### config.mk
export PLATFORM = sky130hd
export DESIGN_NAME = gpio_debounce
export DESIGN_NICKNAME = d
export VERILOG_FILES = /design/src/rtl/gpio_debounce.sv
export SDC_FILE = /design/constraint.sdc
export NUM_CORES = 1
export LEC_CHECK = 0
export BUFFER_PORTS_ARGS = -buffer_cell sky130_fd_sc_hd__buf_2
export CAP_MARGIN = 20
export CORE_MARGIN = 5
export CORE_UTILIZATION = 45
export CTS_BUF_LIST = sky130_fd_sc_hd__clkbuf_8
export DETAILED_ROUTE_END_ITERATION = 10
export GPL_TIMING_DRIVEN = 1
export PLACE_DENSITY = 0.68
export SLEW_MARGIN = 0
export SYNTH_ARGS = -nofsm -noshare
export SYNTH_HDL_FRONTEND = slang
export SYNTH_SLANG_ARGS = --single-unit
### constraint.sdc
create_clock -name clk -period 5.4 [get_ports clk]
set_input_delay 1.08 -clock clk [delete_from_list [all_inputs] [get_ports clk]]
set_output_delay 1.08 -clock clk [all_outputs]
set_load 0.01 [all_outputs]
### src/rtl/gpio_debounce.sv
// gpio_debounce: per-pin pad synchroniser, tick-based debouncer and rise/fall event generator
module gpio_debounce #(
  parameter int   WIDTH        = 8,
  parameter int   PRESCALE     = 1000,
  parameter int   STABLE_TICKS = 4,
  parameter logic RESET_LEVEL  = 1'b0
) (
  input  logic             clk,
  input  logic             rst,
  input  logic [WIDTH-1:0] pin_i,
  output logic [WIDTH-1:0] pin_o,
  output logic [WIDTH-1:0] rise_o,
  output logic [WIDTH-1:0] fall_o,
  output logic             event_o
);
  localparam int PW = (PRESCALE > 1) ? $clog2(PRESCALE) : 1;
  localparam int CW = (STABLE_TICKS > 1) ? $clog2(STABLE_TICKS) : 1;
  localparam logic [PW-1:0] PRE_MAX = PW'(PRESCALE - 1);
  localparam logic [CW-1:0] CNT_MAX = CW'(STABLE_TICKS - 1);
  logic [WIDTH-1:0]         s1_q, s2_q;
  logic [WIDTH-1:0]         pin_q, pin_d;
  logic [WIDTH-1:0]         rise_q, rise_d;
  logic [WIDTH-1:0]         fall_q, fall_d;
  logic                     event_q, event_d;
  logic [PW-1:0]            pre_q, pre_d;
  logic [WIDTH-1:0][CW-1:0] cnt_q, cnt_d;
  logic                     tick;
  // shared free-running prescaler; with PRESCALE=1 the tick is permanently high
  assign tick  = pre_q == PRE_MAX;
  assign pre_d = tick ? '0 : pre_q + 1'b1;
  // per-pin stability window: any return to the accepted level restarts it
  always_comb begin
    pin_d  = pin_q;
    cnt_d  = cnt_q;
    rise_d = '0;
    fall_d = '0;
    for (int i = 0; i < WIDTH; i++) begin
      if (s2_q[i] == pin_q[i]) begin
        cnt_d[i] = '0;
      end else if (tick && cnt_q[i] == CNT_MAX) begin
        pin_d[i]  = s2_q[i];
        cnt_d[i]  = '0;
        rise_d[i] = s2_q[i];
        fall_d[i] = ~s2_q[i];
      end else if (tick) begin
        cnt_d[i] = cnt_q[i] + 1'b1;
      end
    end
  end
  // event is computed from the next-state pulses so it lands on the same edge
  assign event_d = |{rise_d, fall_d};
  // synchroniser, prescaler, counters and registered outputs
  always_ff @(posedge clk or posedge rst) begin
    if (rst) begin
      s1_q    <= {WIDTH{RESET_LEVEL}};
      s2_q    <= {WIDTH{RESET_LEVEL}};
      pin_q   <= {WIDTH{RESET_LEVEL}};
      pre_q   <= '0;
      cnt_q   <= '0;
      rise_q  <= '0;
      fall_q  <= '0;
      event_q <= 1'b0;
    end else begin
      s1_q    <= pin_i;
      s2_q    <= s1_q;
      pin_q   <= pin_d;
      pre_q   <= pre_d;
      cnt_q   <= cnt_d;
      rise_q  <= rise_d;
      fall_q  <= fall_d;
      event_q <= event_d;
    end
  end
  assign pin_o   = pin_q;
  assign rise_o  = rise_q;
  assign fall_o  = fall_q;
  assign event_o = event_q;
endmodule

==> summary.md <==
| Metric | Value |
|---|---|
| Status | `complete, no violations` |
| Worst Tran Pin Value | `0.827 ns` |
| Post-DP Area | `2890 um^2` |
| Starting Density | `0.457` |
| Rel. slew slack | `0.448` |
| CP endpoint kind | `register` |
| Routed met3 length | `215 um` |
| Grt total ovfl | `0` |
| Routed WL per cell | `12.1 um` |
| Unrepaired setup endpoints after global routing | `false` |
| CTS tree | `done` |
| CP Data Arrival Time | `2.51 ns` |
| CP Class | `reg -> reg` |
| Post-DP HPWL | `2730 um` |
| Leak | `1.48 nW` |
| # nets final | `279` |
| Number of synthesized flops with an enable pin | `0` |
| Crit-path max FO | `21` |
| Register area | `1680 um^2` |
| Final Cycle Share | `0.424` |
| H-tree depth | `3` |
| Cells after synthesis | `218` |
| CTS root buf | `clkbuf_8` |
| DR iter-0 viols | `104` |
| Setup total negative slack | `0 ns` |
| Yosys warns | `0` |
| Final hold vios | `0` |
| Worst hold path type | `reg -> reg` |
| Skew final | `0.00784 ns` |
| Area occupied by multi-input gates | `905 um^2` |
| Uppermost routed layer | `met4` |
| Mapped Area | `2660 um^2` |
| Largest net degree at the start of global routing | `68` |
| Critical path buffers and inverters | `0` |
| Std cell rows | `28` |
| Total setup buffers inserted after CTS | `0` |
| Period minus WS final | `2.29 ns` |
| Top delay family on crit path | `simple AND/OR/NAND/NOR gates` |
| Sink Count | `67` |
| Routed length on met2 | `1910 um` |
| Post-Syn Nets | `237` |
| Mean post-synth cell area | `12.2 um^2` |
| Worst path cell trace | `ha_1, and4b_4, nor3b_4, nand2_1, mux2_2` |
| #FFs+latches synth | `67` |
| Post-route cell area | `3120 um^2` |
| Die width | `86.8 um` |
| CP Data Required Time | `5.62 ns` |
| Core Area | `5820 um^2` |
| All-layer global routing usage | `0.128` |
| Share of cells above drive strength 1 | `0.234` |
| Final Slew Violations | `0` |
| Clock latency on the worst-skew pair | `0.34 ns` |
| Startpoint Class | `register` |
| Post-CTS sizing | `0` |
| Crit-path slowest cell | `nor3b_4` |
| TritonCTS Buffers | `9` |
| Hold-fix buffers, CTS | `0` |
| Number of remaining DRC errors | `0` |
| Initial antenna violation count | `0` |
| Dominant synthesized flop cell | `dfrtp_1` |
| Worst vdd ir | `199 uV` |
| RePlAce Congestion | `0.755` |
| Max incr delay on CP | `0.71 ns` |
| Final setup vio count | `0` |
| Die Area | `7540 um^2` |
| Global-route wire length before repair | `7440 um` |
| Io pins | `35` |
| Clock buffer depth | `2` |
| Overall routed net length | `4120 um` |
| Sequential share of the synthesized area | `0.631` |
| Async SR Flop Fraction | `1.00` |
| Detail Route Antenna Nets | `0` |
| Worst-path clk slew | `0.07 ns` |
| Number of fill cells in the layout | `550` |
| Vias in the first global route | `1705` |
| Total number of vias | `1672` |
| Routed vias/inst | `4.92` |
| Antenna Cells | `0` |
| Port buffer count | `34` |
| Area growth syn-to-layout | `17.5%` |
| DR pass1 iterations | `4` |
| Metal-1 WL | `1880 um` |
| Fmax | `437 MHz` |
| Max Cap Viol | `0` |
| Cell variety after synth | `26` |
| Worst setup margin | `3.11 ns` |
| Pwr per Cell Area | `318 nW/um^2` |
| Setup WS pre-CTS | `3.08 ns` |
| Die Y | `86.8 um` |
==> where the power goes <==
group          leakage (nW)  switching (mW)  internal (mW)  total (mW)
clock                 0.117           0.179          0.283       0.462
sequential            0.885         0.00406          0.508       0.512
combinational         0.481          0.0123        0.00567      0.0180
==> state kept, by name (all words and copies together) (netlist names) <==
register  count
s1_q          8
fall_o        8
pin_o         8
rise_o        8
s2_q          8
cnt_q        16
pre_q        10
event_o       1
==> final timing paths <==
kind	slack [ns]	to	cells past startpoint	start
worst max-delay path	3.11	pin_o[6]	5	pre_q[0]
worst min-delay path	0.35	s2_q[2]	0	s1_q[2]
worst max register to register	3.11	pin_o[6]	5	pre_q[0]
worst min register to register	0.35	s2_q[2]	0	s1_q[2]
max in group asynchronous	3.92	fall_o[3]	3	rst
min in group asynchronous	0.97	s1_q[4]	3	rst
==> worst register-to-register path: stages, from the launching register on <==
cell	delay, ns
dfrtp_1	0.39
ha_1	0.23
and4b_4	0.29
nor3b_4	0.71
nand2_1	0.23
mux2_2	0.32
==> cells in the mapped netlist, types with 2 or more instances <==
master / instances / area, um^2
mux2_2: 8 / 90.1
dfrtp_1: 67 / 1680
inv_1: 11 / 41.3
ha_1: 9 / 113
nor2_1: 6 / 22.5
o22ai_1: 4 / 25.0
o21ai_0: 3 / 15.0
buf_6: 2 / 22.5
xnor2_1: 10 / 87.6
nand2_1: 36 / 135
nand4_1: 2 / 12.5
nor3b_1: 16 / 120
or3_1: 9 / 56.3
a21oi_1: 18 / 90.1
nand3_1: 2 / 10.0
xor2_1: 4 / 35.0
and2_1: 2 / 12.5
==> final cells by class <==
cell class,count,area share
multi-input combinational,136,0.290
inverter,11,0.0132
tap,75,0.0301
clock buffer,11,0.0485
timing repair buffer,35,0.0569
clock inverter,5,0.0244
sequential,67,0.537
==> kinds of logic (layout without fill, tap and decap cells) <==
logic type | after synthesis | in the layout | share of synthesized area
fa+ha+maj | 9 | 9 | 0.0424
simple gates | 80 | 80 | 0.169
compound gates | 25 | 25 | 0.0490
buf+inv | 15 | 62 | 0.0283
mux | 8 | 8 | 0.0339
flops | 67 | 67 | 0.631
xor+xnor | 14 | 14 | 0.0462
==> stage by stage <==
step	total power, mW	utilization	instances	hold slack (ns)
after global placement	0.540	0.498	324	0.331
after CTS	1.01	0.537	340	0.351
after global routing	1.03	0.537	340	0.357
after detailed placement	0.541	0.498	324	0.335
after floorplan	0.532	-	218	0.331
final	0.992	0.537	340	0.347
==> metal layers <==
| metal | track usage | up-vias |
|---|---|---|
| met2 | 0.204 | 31 |
| met5 | 0 | - |
| met3 | 0.0371 | 8 |
| li1 | - | 822 |
| met4 | 0.0765 | 0 |
| met1 | 0.154 | 811 |
==> cells in the final DEF (no fill, tap or decap) <==
cell / count
dfrtp_1: 67
nand3b_4: 1
bufinv_16: 2
nand2b_1: 1
nand3_1: 2
clkinvlp_4: 1
buf_2: 34
xnor2_1: 10
and4_1: 1
nor3b_1: 16
nand4_1: 2
ha_1: 9
or3_1: 9
xor2_1: 4
and2_1: 2
o21ai_0: 3
nor4_1: 1
and4b_4: 1
inv_1: 11
buf_4: 1
nor2_1: 6
clkinv_2: 1
mux2_2: 8
a21oi_1: 18
clkbuf_8: 11
inv_2: 1
o22ai_1: 4
nand2_1: 36
nor3b_4: 1
and3_1: 1
Note: power is estimated with default switching activity, not from simulation.
